**src/rtl/csr_timer_array.sv**
```systemverilog
// csr_timer_array: CSR-mapped bank of down-counting timers with per-channel
// pending bits, an interrupt mask and a free-running stable counter.
module csr_timer_array #(
    parameter int NCH   = 4,
    parameter int TW    = 32,
    parameter int CNT_W = 64
) (
    input  logic           clk,
    input  logic           rst,
    input  logic           csr_wen,
    input  logic [13:0]    csr_waddr,
    input  logic [31:0]    wdata,
    input  logic           csr_ren,
    input  logic [13:0]    csr_raddr,
    output logic [31:0]    csr_rdata,
    output logic [NCH-1:0] ti_pending,
    output logic           ti_irq
);
    localparam logic [13:0] A_TICLR = 14'h0120;
    localparam logic [13:0] A_TMASK = 14'h0121;
    localparam logic [13:0] A_CNT_L = 14'h0122;
    localparam logic [13:0] A_CNT_H = 14'h0123;
    localparam logic [9:0]  A_CHAN  = 10'h010;

    localparam logic [TW-1:0]    TV_ONE  = TW'(1);
    localparam logic [CNT_W-1:0] CNT_ONE = CNT_W'(1);

    logic [TW-1:0]     cfg  [NCH];
    logic [TW-1:0]     tval [NCH];
    logic [NCH-1:0]    pending;
    logic [NCH-1:0]    mask;
    logic [NCH-1:0]    expire;
    logic [NCH-1:0]    clr;
    logic [CNT_W-1:0]  cnt;
    logic [CNT_W-33:0] shadow;

    logic       w_cfg;
    logic [2:0] w_idx;
    logic [2:0] r_idx;

    assign w_idx = csr_waddr[3:1];
    assign r_idx = csr_raddr[3:1];

    assign w_cfg = csr_wen && (csr_waddr[13:4] == A_CHAN) && !csr_waddr[0]
                   && ({1'b0, w_idx} < 4'(NCH));

    always_comb begin
        expire = '0;
        for (int i = 0; i < NCH; i++)
            expire[i] = cfg[i][0] && (tval[i] == '0);
    end

    assign clr = (csr_wen && csr_waddr == A_TICLR) ? wdata[NCH-1:0] : '0;

    // A config write overrides the same-cycle expiry action
    always_ff @(posedge clk or posedge rst) begin
        if (rst) begin
            for (int i = 0; i < NCH; i++) begin
                cfg[i]  <= '0;
                tval[i] <= '0;
            end
        end else begin
            for (int i = 0; i < NCH; i++) begin
                if (w_cfg && w_idx == 3'(i)) begin
                    cfg[i]  <= wdata[TW-1:0];
                    tval[i] <= {wdata[TW-1:2], 2'b00};
                end else if (cfg[i][0]) begin
                    if (!expire[i])
                        tval[i] <= tval[i] - TV_ONE;
                    else if (cfg[i][1])
                        tval[i] <= {cfg[i][TW-1:2], 2'b00};
                    else
                        cfg[i][0] <= 1'b0;
                end
            end
        end
    end

    always_ff @(posedge clk or posedge rst) begin
        if (rst) begin
            pending <= '0;
            mask    <= '0;
        end else begin
            pending <= (pending & ~clr) | expire;
            if (csr_wen && csr_waddr == A_TMASK)
                mask <= wdata[NCH-1:0];
        end
    end

    // Upper half is captured on the low-half read so a later high read is coherent
    always_ff @(posedge clk or posedge rst) begin
        if (rst) begin
            cnt    <= '0;
            shadow <= '0;
        end else begin
            cnt <= cnt + CNT_ONE;
            if (csr_ren && csr_raddr == A_CNT_L)
                shadow <= cnt[CNT_W-1:32];
        end
    end

    always_comb begin
        csr_rdata = '0;
        if (csr_raddr[13:4] == A_CHAN) begin
            for (int i = 0; i < NCH; i++)
                if (r_idx == 3'(i))
                    csr_rdata = csr_raddr[0] ? 32'(tval[i]) : 32'(cfg[i]);
        end else begin
            case (csr_raddr)
                A_TMASK: csr_rdata = 32'(mask);
                A_CNT_L: csr_rdata = cnt[31:0];
                A_CNT_H: csr_rdata = 32'(shadow);
                default: csr_rdata = '0;
            endcase
        end
    end

    assign ti_pending = pending;
    assign ti_irq     = |(pending & mask);

endmodule

```
**config.mk**
```make
export PLATFORM = sky130hd
export DESIGN_NAME = csr_timer_array
export DESIGN_NICKNAME = d
export VERILOG_FILES = /design/src/rtl/csr_timer_array.sv
export SDC_FILE = /design/constraint.sdc
export NUM_CORES = 1
export LEC_CHECK = 0
export ABC_AREA = 0
export CAP_MARGIN = 30
export CORE_UTILIZATION = 40
export CTS_BUF_LIST = sky130_fd_sc_hd__clkbuf_8
export DETAILED_ROUTE_END_ITERATION = 10
export GPL_TIMING_DRIVEN = 0
export PLACE_DENSITY = 0.65
export SYNTH_ARGS = -nofsm -noshare
export SYNTH_HDL_FRONTEND = slang
export SYNTH_SLANG_ARGS = --single-unit
```
**constraint.sdc**
```tcl
create_clock -name clk -period 11.65 [get_ports clk]
set_clock_uncertainty 0.05 [all_clocks]
set_input_delay 2.33 -clock clk [delete_from_list [all_inputs] [get_ports clk]]
set_output_delay 2.33 -clock clk [all_outputs]
set_load 0.02 [all_outputs]
```
==> results of run 1 <==
## metal layers
layer | part of all wire | up-vias | wire, µm | track usage
met2 | 0.43 | 1156 | 35200 | 0.452
li1 | - | 9132 | - | -
met1 | 0.40 | 9989 | 33400 | 0.407
met5 | 0.0011 | - | 91 | 0
met4 | 0.063 | 8 | 5210 | 0.180
met3 | 0.11 | 260 | 8810 | 0.0866
## worst min-delay path by stage
stage / cells after the start / slack [ps] / from / endpoint
after global placement: 1 / 420 / cnt[63]$_DFF_PP0_ / cnt[63]$_DFF_PP0_
final: 2 / 440 / cfg[19]$_DFFE_PP0P_ / cfg[19]$_DFFE_PP0P_
after global routing: 1 / 460 / cnt[46]$_DFF_PP0_ / cnt[46]$_DFF_PP0_
after detailed placement: 2 / 430 / cfg[109]$_DFFE_PP0P_ / cfg[109]$_DFFE_PP0P_
after floorplan: 1 / 390 / cnt[63]$_DFF_PP0_ / cnt[63]$_DFF_PP0_
after CTS: 2 / 450 / cfg[109]$_DFFE_PP0P_ / cfg[109]$_DFFE_PP0P_
## cell families (layout without fill, tap and decap cells)
kind of cell / Yosys count / in the layout / share of synthesized area
AOI/OAI and AO/OA: 451 / 451 / 0.143
xor gates and xnor gates: 138 / 138 / 0.0575
adders and majority gates: 5 / 5 / 0.00297
buffers and inverters: 189 / 417 / 0.0356
DFF: 360 / 360 / 0.428
muxes: 131 / 131 / 0.0661
other: 0 / 3 / 0
and+or+nand+nor: 1169 / 1169 / 0.266
## worst register-to-register path, cell delays in order (launching register included)
cell	delay (ps)
dfrtp_1	440
inv_1	110
ha_1	180
nor3b_1	580
nand4_1	590
nor3_1	690
clkbuf_1	490
clkbuf_1	520
nand2_1	110
nand3_1	110
nand3_1	80
## synthesized netlist by cell type (9+ instances only)
library cell	instances	area share
mux2i_1	68	0.032
clkbuf_1	128	0.023
nand3_1	104	0.025
o21ai_0	109	0.026
buf_2	17	0.0040
xnor2_1	84	0.035
and2_1	35	0.010
a221o_1	27	0.013
dfrtp_1	360	0.43
or4_1	33	0.012
or2_2	13	0.0039
or3_1	28	0.0083
nor3_1	68	0.016
mux2_2	63	0.034
a211oi_1	38	0.014
o211ai_1	12	0.0043
a21oi_1	67	0.016
nand4_1	42	0.012
inv_1	29	0.0052
nor4_1	55	0.016
and3_1	32	0.0095
o22ai_1	32	0.0095
buf_1	11	0.0020
a211o_1	9	0.0037
xor2_1	54	0.022
a22oi_1	67	0.024
o31ai_1	14	0.0050
nor2_1	120	0.021
nand2_1	570	0.10
a31oi_1	13	0.0039
## metrics by stage
step / setup WS [ps] / hold slack (ps) / utilization
after floorplan: 4440 / 389 / -
after global placement: 1770 / 415 / 0.443
after detailed placement: 3120 / 431 / 0.447
after CTS: 3100 / 446 / 0.474
after global routing: 3090 / 463 / 0.474
final: 3100 / 445 / 0.474
## area by class of cell
type | count | share of cell area
inverters | 30 | 0.00475
repair buffers | 111 | 0.0484
clock inverters | 32 | 0.00894
diodes | 3 | 0.000307
plain buffers | 159 | 0.0260
clock buffers | 85 | 0.0478
flip-flops and latches | 360 | 0.368
multi-input cells | 1894 | 0.461
well taps | 680 | 0.0348
## registers in the layout, indices dropped and copies added, names as in the netlist
signal      count
shadow         32
cnt            64
mask            4
ti_pending      4
tval          128
cfg           128
## power breakdown
part | total, W | switching, W | internal, W
Clock | 0.00130 | 0.000593 | 0.000706
Combinational | 0.000424 | 0.000264 | 0.000160
Sequential | 0.00131 | 0.0000315 | 0.00127
==> run summary, run 1 <==
Buffers inserted to repair hold after CTS numbered 0. The logs give 2,512 for the number of nets in the synthesized netlist and 0.0516 mm² for the area of the placeable core. For this design, the slowest cell found on the critical path is clkdlybuf4s50_1. The via count of the first global-routing pass came out at 19.6k. Across the whole layout, storage elements account for 0.00901 mm². Area of the multi-input gates: 0.0113 mm². After routing, the total negative slack on setup checks comes to 0 ps. The vertical extent of the die came out at 231 µm. The count of buffers from port buffering was 97. For the final instance count without filler cells, the log shows 3,354. In this run the worst path has a maximum fanout of 10. The logs give 0.0245 mm² for the cell area after layout and 0 for the count of instances resized after the clock tree is built. The tools report the element type at the critical path start as an input port. In this run the remaining antenna-violating nets after routing total 0. Grouping stages by cell kind, the critical path spends the most delay in buffers and inverters. Entering global routing, the biggest net connects 45 pins. In this run the register-to-register setup slack is 7590 ps. Measured along the x axis, the die boundary spans 231 µm.

The logs give 0.428 for the fraction of the yosys area taken by sequential cells and 0 for the final number of max-transition violations. The logs give 0.0535 mm² for the full die area and 0.269 for the tightest slew margin relative to the limit. The number of buffers inserted to repair setup after CTS is 0. The average instance area after synthesis is 8.61 µm². Dividing the detail-routed wire length by the instance count gives 24.7 µm. For the global-route usage over all layers, the log shows 0.309. The slew at the pin closest to its max-slew limit was 1090 ps.

In this run the critical register-to-register path is captured at tval[106]$_DFFE_PP0P_. Dividing total power by cell area gives a power density of 124 mW/mm². The synthesized netlist occupies a cell area of 0.0210 mm². The total clock buffers created by CTS is 67.

Using the TritonRoute via totals, the vias-per-cell ratio works out to 6.13. For the starting density of the core, the log shows 0.408. The async set-or-reset flop fraction in the synthesized netlist is 1.00, and the total setup violations reported at the end of the flow is 0. The run gives 0 as the final hold violation count. For this run, the post-layout net count is 2,692.

The run gives 74 as the count of cell types in the netlist. The tools report the clock root buffer as clkbuf_8. The synthesized flop and latch total was 360.

The largest single stage delay on the critical path is 660 ps. During synthesis, Yosys emitted a total of 0 warnings. In this run, synthesis inferred 0 flip-flops with an integrated enable.

Walking the worst path, the cells encountered are clkbuf_1 -> clkbuf_1 -> buf_6 -> buf_1 -> mux2i_1 -> o22ai_1 -> a22oi_1 -> o21ai_0 -> clkdlybuf4s50_1. The tools report the H-tree depth reported by CTS as 3. The startpoint of the lowest-slack register-to-register path was tval[96]$_DFFE_PP0P_. In this design, the critical path's most frequently occurring cell is clkbuf_1. The total instance count after detailed placement was 3,233; the routability congestion estimate was 0.958. VDD sags by at most 0.0691 mV. The run gives 20.5k as the total number of vias. In this run, the number of DRC markers left after iteration 0 of detailed routing was 2,293. TritonCTS built the clock tree. Detailed placement finished with a half-perimeter wire length of 59,800 µm.

The flow ran to the end, and the final reports show no timing, DRC or antenna violations. Wires add up to 82,700 µm. The ratio of cells with drive above 1 in the final layout came out at 0.0884. The top cell types in the final layout, fill and taps aside, are nand2_1 (570), dfrtp_1 (360), clkbuf_1 (128).

Across the run, the number of max-cap violations was 0. Data on the critical path arrives at its endpoint at 6170 ps. The run gives 8 as the detailed-routing iteration count for the pre-antenna-repair pass. The critical path buffer and inverter count is 5, and the synthesis-to-finish area growth is 16.4%.

The tools report the clock latency reported for the late side of the worst-skew pair as 680 ps. The buffer depth of the longest clock path is 3, and the clock edge transition at the registers on the reported setup and hold paths is 60 ps. Timing would allow up to 117 MHz. Setup repair after global routing left no endpoint under its margin. The cell leakage power was 11.1 nW; the number of filler instances in the final layout was 5,006. The sort of element at the end of the critical path is an output port. The run gives 2,443 as the instance count of the mapped netlist. The most common cell after layout, fill and taps aside is nand2_1. In this run the core area contains 83 standard-cell rows. For the worst setup path, the data required time is 9270 ps. The final total power was 0.00303 W; the number of antenna violations at the first check in global routing was 6.

The first global-routing pass estimated 123,000 µm of wire. In the synthesized netlist the dominant register cell turns out to be dfrtp_1. For this run the aggregate overflow at the end of global routing stands at 0. The logs give 360 for the sink count of the clock tree and 0 for the total DRC errors in the routed layout.

The critical path is of the input port to output port type. The post-route minimum period came out at 8550 ps. Measured in cells, the most critical reg-to-reg path has a length of 10. The worst setup path endpoint was csr_rdata[18].

The critical path starts at csr_raddr[0]. For the I/O pin total, the log shows 101. Summing all placed instances gives a cell area of 0.0231 mm². Portion of the clock cycle consumed by the worst path in the final layout: 0.734.

Class of the tightest hold or removal check: flip-flop to flip-flop. Total number of cells along the worst setup path: 9.
Power figures use the tool's default switching activity.
==> run 2: changes to the inputs <==
--- a/config.mk
+++ b/config.mk
@@ -11,7 +11,7 @@
 export CTS_BUF_LIST = sky130_fd_sc_hd__clkbuf_8
 export DETAILED_ROUTE_END_ITERATION = 10
 export GPL_TIMING_DRIVEN = 0
-export PLACE_DENSITY = 0.65
+export PLACE_DENSITY = 0.63
 export SYNTH_ARGS = -nofsm -noshare
 export SYNTH_HDL_FRONTEND = slang
 export SYNTH_SLANG_ARGS = --single-unit
==> constraint.sdc (replaced) <==
create_clock -name clk -period 8.6 [get_ports clk]
set_clock_uncertainty 0.05 [all_clocks]
set_input_delay 1.72 -clock clk [delete_from_list [all_inputs] [get_ports clk]]
set_output_delay 1.72 -clock clk [all_outputs]
set_load 0.02 [all_outputs]
==> run 2 against run 1 <==
Against the previous run: sequential power is 35% higher; count of clock-buffer cells in the layout is 2 lower; wire length is 0.90% higher; critical path type unchanged; highest routed layer unchanged.
==> run summary, run 2 (synthesized netlist as in run 1, its figures left out) <==
The flow ran to the end, and the final reports show no timing, DRC or antenna violations. Final instance count without filler cells: 3,351 (was 3,354). The routability congestion estimate is 0.995 (was 0.958), and the placement-stage worst setup slack is 1410 ps (was 3120 ps). The aggregate global routing overflow was 0 (unchanged); the global-route usage over all layers was 0.312 (was 0.309). Routed length per instance: 24.9 µm (was 24.7 µm).

The tools report the reported max-cap violation count as 0 (unchanged). The tools report the number of antenna violations at the first check in global routing as 2 (was 6). Setup repair after global routing left no endpoint under its margin.

Most common cell after layout, fill and taps aside: nand2_1 (unchanged). The worst hold margin was 425 ps (was 445 ps); the count of buffers from port buffering was 97 (unchanged). Global-route wire length before repair: 124,000 µm (was 123,000 µm).

The tools report the final hold violation count as 0 (unchanged). For the iteration-0 DRC count of the detailed router, the log shows 1,998 (was 2,293). Worst-case vdd ir drop: 0.105 mV (was 0.0691 mV). Most common cell type on the critical path: clkbuf_1 (unchanged).

The worst-path cell with the longest stage delay is clkbuf_1 (was clkdlybuf4s50_1). For the post-detailed-route count of antenna-violating nets, the log shows 0 (unchanged). The tightest slew margin relative to the limit came out at 0.343 (was 0.269). The fraction of power consumed by combinational cells came out at 0.142 (was 0.140).

The total power density per cell area is 166 mW/mm² (was 124 mW/mm²). For the starting density of the core, the log shows 0.408 (unchanged). The clock root buffer was clkbuf_8 (unchanged). For the worst path required time, the log shows 6830 ps (was 9270 ps). The detailed-routing iteration count for the pre-antenna-repair pass is 5 (was 8). The ratio of cells with drive above 1 in the final layout is 0.0865 (was 0.0884). Largest regs: cfg x128, tval x128, cnt x64 (unchanged).

The tools report the share of power burned in the clock network as 0.421 (was 0.429). The buffer depth of the longest clock path is 3 (unchanged), and the internal power is 0.00285 W (was 0.00214 W). For the area of the placeable core, the log shows 0.0516 mm² (unchanged).

The post-route minimum period works out to 7450 ps. The run gives 4,983 (was 5,006) as the number of filler instances in the final layout. For the total instance count after detailed placement, the log shows 3,236 (was 3,233).

The class of the tightest hold or removal check was flip-flop to flip-flop (unchanged). The cell leakage power is 11.1 nW (about the same), and the fraction of power consumed by sequential logic is 0.437 (was 0.431). The logs give 0.0535 mm² (unchanged) for the full die area and 44 (was 45) for the largest net degree at the start of global routing. Worst path cell trace: clkbuf_1 -> clkbuf_1 -> buf_1 -> mux2i_1 -> o22ai_1 -> a22oi_1 -> o21ai_0 -> clkdlybuf4s50_1 (was clkbuf_1 -> clkbuf_1 -> buf_6 -> buf_1 -> mux2i_1 -> o22ai_1 -> a22oi_1 -> o21ai_0 -> clkdlybuf4s50_1). The peak fanout along the critical path came out at 10 (unchanged). The logs give 0.0244 mm² (was 0.0245 mm²) for the cell area after layout and 0 (unchanged) for the final number of max-transition violations. The worst setup slack after layout was 1150 ps (was 3100 ps); the I/O pin total was 101 (unchanged). The delay of the slowest critical-path stage is 790 ps (was 660 ps), and the clock edge transition at the registers on the reported setup and hold paths is 60 ps (about the same). The tools report the number of buffers inserted to repair setup after CTS as 0 (unchanged). The logs give 68 (was 67) for the total clock buffers created by CTS and 3 (unchanged) for the H-tree depth reported by CTS.

The routed via count divided by cell count was 6.12 (was 6.13). The logs give 5680 ps (was 6170 ps) for the critical path data arrival time and 60,700 µm (was 59,800 µm) for the post-DP HPWL. The hold path startpoint was cnt[63]$_DFF_PP0_ (was cfg[19]$_DFFE_PP0P_). The total setup violations reported at the end of the flow was 0 (unchanged).

Total DRC errors in the routed layout: 0 (unchanged). The count of instances resized after the clock tree is built is 0 (unchanged). The element type at the critical path start was an input port (unchanged). The vertical extent of the die was 231 µm (unchanged). Most frequent cells in the layout: nand2_1 (570), dfrtp_1 (360), clkbuf_1 (128) (unchanged).

The horizontal die dimension is 231 µm (unchanged). The timing startpoint of the critical path was csr_raddr[0] (unchanged). Via count of the first global-routing pass: 19.6k (about the same).

The tools report the number of hold-repair buffers added at the cts stage as 0 (unchanged). Total number of vias: 20.5k (about the same). The type of the setup path with the least slack was input port to output port (unchanged). The synthesis-to-finish area growth was 16.1% (was 16.4%); the number of rows created at floorplan was 83 (unchanged). TritonCTS built the clock tree.

The clock latency reported for the late side of the worst-skew pair was 680 ps (about the same). The layout net count was 2,695 (was 2,692). The total detailed-routing wirelength was 83,500 µm (was 82,700 µm). The tools report the sort of element at the end of the critical path as an output port (unchanged). Achievable clock frequency: 134 MHz.

The portion of the clock cycle consumed by the worst path in the final layout is 0.866. The tools report the startpoint of the lowest-slack register-to-register path as tval[96]$_DFFE_PP0P_ (unchanged). For the power dissipated by switching net loads, the log shows 0.00120 W (was 0.000889 W). The switching part of the total power is 0.297 (was 0.293).

The sink count of the clock tree is 360 (unchanged). Slew at the pin closest to its max-slew limit: 986 ps (was 1090 ps). The run gives 0.0231 mm² (about the same) as the area after detailed placement.
-- run 2: worst paths after layout --
kind                                          to  slack (ps)  cells past startpoint
max                                csr_rdata[16]        1150                      8
min                            cnt[63]$_DFF_PP0_         430                      1
max reg2reg                tval[116]$_DFFE_PP0P_        4370                     10
min reg2reg                    cnt[63]$_DFF_PP0_         430                      1
max in group asynchronous      cnt[44]$_DFF_PP0_        5480                      6
min in group asynchronous   cfg[101]$_DFFE_PP0P_        1500                      2
-- run 2: routing by layer --
metal,track usage,routed length [µm],vias to the layer above
li1,-,-,9131
met1,0.400,33400,10100
met2,0.471,36600,1037
met3,0.0888,8250,276
met4,0.178,5300,2
met5,0,14,-
-- run 2: critical path, delay by kind of cell --
kind	cells	cell delay [ps]
buffers and inverters	4	2450
muxes	1	300
AOI/OAI and AO/OA	3	1190
-- run 2: through the flow --
stage | util | TNS (ps) | power (W)
3_3_place_gp | 0.443 | -214450 | 0.00234
5_1_grt | 0.473 | 0 | 0.00419
4_1_cts | 0.473 | 0 | 0.00405
2_1_floorplan | - | 0 | 0.00215
6_report | 0.473 | 0 | 0.00405
3_5_place_dp | 0.447 | 0 | 0.00236
-- run 2: area by class of cell --
| cell class | count | area, µm² | share of cell area |
|---|---|---|---|
| Buffer | 159 | 637 | 0.0261 |
| Clock inverter | 31 | 180 | 0.00738 |
| Antenna cell | 1 | 2.50 | 0.000102 |
| Multi-Input combinational cell | 1894 | 11300 | 0.462 |
| Tap cell | 680 | 851 | 0.0348 |
| Timing Repair Buffer | 113 | 1200 | 0.0490 |
| Sequential cell | 360 | 9010 | 0.369 |
| Inverter | 30 | 116 | 0.00477 |
| Clock buffer | 83 | 1140 | 0.0468 |
-- run 2: power groups by stage --
stage	Combinational (W)	Sequential (W)	Clock, W
6_report	0.000575	0.00177	0.00170
5_1_grt	0.000622	0.00177	0.00179
3_5_place_dp	0.000560	0.00180	0
2_1_floorplan	0.000368	0.00179	0
3_3_place_gp	0.000542	0.00180	0
4_1_cts	0.000565	0.00177	0.00172
==> run 3: changes to the inputs <==
--- a/config.mk
+++ b/config.mk
@@ -10,7 +10,6 @@
 export CORE_UTILIZATION = 40
 export CTS_BUF_LIST = sky130_fd_sc_hd__clkbuf_8
 export DETAILED_ROUTE_END_ITERATION = 10
-export GPL_TIMING_DRIVEN = 0
 export PLACE_DENSITY = 0.63
 export SYNTH_ARGS = -nofsm -noshare
 export SYNTH_HDL_FRONTEND = slang
==> run 3 against run 2 <==
Against the previous run: die area unchanged; wire length decreased by 0.71%; critical path depth decreased by 1; flip-flop and latch count unchanged; sequential power about the same; via count decreased by 2.9%; highest routed layer is now met4.
==> run summary, run 3 (synthesized netlist as in run 1, its figures left out) <==
The flow ran to the end, and the final reports show no timing, DRC or antenna violations. The I/O pin total is 101 (unchanged). The H-tree depth reported by CTS is 3 (unchanged), and the number of cells traversed by the worst hold path is 1 (unchanged). Terminating pin of the worst hold path: cnt[63]$_DFF_PP0_ (unchanged). Clock root buffer: clkbuf_8 (unchanged). The largest net degree at the start of global routing was 149 (was 44); the final hold violation count was 0 (unchanged). The number of hold-repair buffers added at the cts stage came out at 0 (unchanged). The sort of element at the end of the critical path is an output port (unchanged).

The post-detailed-route count of antenna-violating nets was 0 (unchanged). For the post-route setup TNS, the log shows 0 ps (unchanged). The logs give 670 ps (was 680 ps) for the clock latency reported for the late side of the worst-skew pair and 6830 ps (about the same) for the worst path required time.

The routed length per instance is 25.7 µm (was 24.9 µm). Sink count of the clock tree: 360 (unchanged). The startpoint of the lowest-slack register-to-register path was tval[64]$_DFFE_PP0P_ (was tval[96]$_DFFE_PP0P_). The number of filler instances in the final layout was 4,931 (was 4,983); the clock edge transition at the registers on the reported setup and hold paths was 50 ps (was 60 ps). The iteration-0 DRC count of the detailed router came out at 2,272 (was 1,998). The logs give 0.312 (about the same) for the global-route usage over all layers and 18.6k (was 19.6k) for the via count of the first global-routing pass. The tools report the final number of max-transition violations as 0 (unchanged).

The cell leakage power came out at 11.0 nW (was 11.1 nW). TritonCTS built the clock tree. The run gives 124,000 µm (about the same) as the global-route wire length before repair. The count of buffers from port buffering came out at 100 (was 97). The critical path data arrival time is 5260 ps (was 5680 ps), and the portion of the clock cycle consumed by the worst path in the final layout is 0.817 (was 0.866). The post-DP HPWL is 58,300 µm (was 60,700 µm). Setup repair after global routing left no endpoint under its margin.

The horizontal die dimension is 231 µm (unchanged). The vertical extent of the die works out to 231 µm (unchanged). The run gives 0.408 (unchanged) as the starting density of the core. The area of the multi-input gates came out at 0.0113 mm² (about the same). The ratio of cells with drive above 1 in the final layout is 0.100 (was 0.0865), and the area occupied by registers is 0.00901 mm² (unchanged). Largest regs: cfg x128, tval x128, cnt x64 (unchanged). The total clock buffers created by CTS came out at 68 (unchanged). The slack of the worst reg-to-reg path was 4440 ps (was 4370 ps).

The most common cell after layout, fill and taps aside was nand2_1 (unchanged). The number of cells on the worst reg-to-reg path came out at 9 (was 10). The destination of the worst register-to-register timing path is tval[87]$_DFFE_PP0P_ (was tval[116]$_DFFE_PP0P_). Element type at the critical path start: an input port (unchanged). The tools report the hold path startpoint as cnt[63]$_DFF_PP0_ (unchanged). The total number of vias was 19.9k (was 20.5k); the reported max-cap violation count was 0 (unchanged). The routability congestion estimate is 0.969 (was 0.995), and the number of buffers inserted to repair setup after CTS is 0 (unchanged).

Final instance count without filler cells: 3,221 (was 3,351). For the number of antenna violations at the first check in global routing, the log shows 5 (was 2). Class of the tightest hold or removal check: flip-flop to flip-flop (unchanged). The tools report the total setup violations reported at the end of the flow as 0 (unchanged).

The buffer depth of the longest clock path came out at 3 (unchanged). The total detailed-routing wirelength is 82,900 µm (was 83,500 µm). Aggregate global routing overflow: 0 (unchanged). The synthesis-to-finish area growth is 14.3% (was 16.1%). For the worst-case vdd ir drop, the log shows 0.109 mV (was 0.105 mV).

The tools report the number of rows created at floorplan as 83 (unchanged). Detailed-routing iteration count for the pre-antenna-repair pass: 5 (unchanged). Most frequent cells in the layout: nand2_1 (570), dfrtp_1 (360), nor2_1 (119) (was nand2_1 (570), dfrtp_1 (360), clkbuf_1 (128)). Peak fanout along the critical path: 82 (was 10). The total DRC errors in the routed layout is 0 (unchanged). The type of the setup path with the least slack is input port to output port (unchanged). The run gives 0.272 (was 0.343) as the tightest slew margin relative to the limit. The run gives 0.0535 mm² (unchanged) as the full die area. The routed via count divided by cell count works out to 6.18 (was 6.12).

For the total instance count after detailed placement, the log shows 3,105 (was 3,236). Post-route minimum period: 7030 ps (was 7450 ps). The tools report the area of the placeable core as 0.0516 mm² (unchanged).

The tools report the achievable clock frequency as 142 MHz (was 134 MHz). The tools report the worst hold margin as 433 ps (was 425 ps). The total power density per cell area is 167 mW/mm² (was 166 mW/mm²).

Slew at the pin closest to its max-slew limit: 1080 ps (was 986 ps). The count of instances resized after the clock tree is built came out at 0 (unchanged). Layout net count: 2,565 (was 2,695).
==> run 3: cell types whose count changed in the layout (fill, tap and decap cells not counted), moves of 3 or more <==
| cell | change |
|---|---|
| buf_4 | +34 |
| clkinv_2 | +7 |
| buf_1 | -11 |
| clkbuf_1 | -128 |
| nor3_1 | -4 |
| buf_12 | -7 |
| inv_1 | -7 |
| nor3_2 | +3 |
| buf_2 | -21 |
==> run 3: routing by layer <==
layer | up-vias | track usage | share of wire
li1 | 8857 | - | -
met1 | 9878 | 0.444 | 0.43
met2 | 972 | 0.443 | 0.42
met3 | 196 | 0.0595 | 0.082
met4 | 0 | 0.171 | 0.059
met5 | - | 0 | 0
==> run 3: power breakdown <==
part | internal [W] | switching [W] | total, W
Sequential | 0.00173 | 0.0000577 | 0.00178
Combinational | 0.000209 | 0.000335 | 0.000544
Clock | 0.000894 | 0.000787 | 0.00168
Total | 0.00283 | 0.00118 | 0.00401
==> run 3: critical path: stages <==
cell	delay, ps
buf_6	560
buf_4	860
mux2i_1	350
o22ai_1	450
a22oi_1	200
o21ai_0	350
clkdlybuf4s50_1	670
==> run 3: layout make-up <==
cell class                      instances  share of cell area
Tap cell                              680              0.0354
Multi-Input combinational cell       1894               0.472
Clock buffer                           85              0.0487
Timing Repair Buffer                  142              0.0578
Antenna cell                            1            0.000104
Inverter                               30             0.00484
Sequential cell                       360               0.375
Clock inverter                         29             0.00640
==> run 3: metrics by stage <==
step           total power [W]  setup slack (ps)  area [µm²]  utilization
5_1_grt                0.00417              1450       24000        0.466
2_1_floorplan          0.00215              2000       21000            -
3_3_place_gp           0.00233              1600       22600        0.439
6_report               0.00401              1570       24000        0.466
4_1_cts                0.00403              1700       24000        0.465
3_5_place_dp           0.00234              1710       22700        0.440
==> run 3: worst max-delay path by stage <==
stage,startpoint,end,cells past startpoint
final,csr_raddr[0],csr_rdata[27],7
after floorplan,rst,cfg[0]$_DFF_PP0_,1
after global placement,csr_raddr[0],csr_rdata[0],6
after global routing,csr_raddr[0],csr_rdata[27],7
after CTS,csr_raddr[0],csr_rdata[16],7
after detailed placement,csr_raddr[0],csr_rdata[16],7
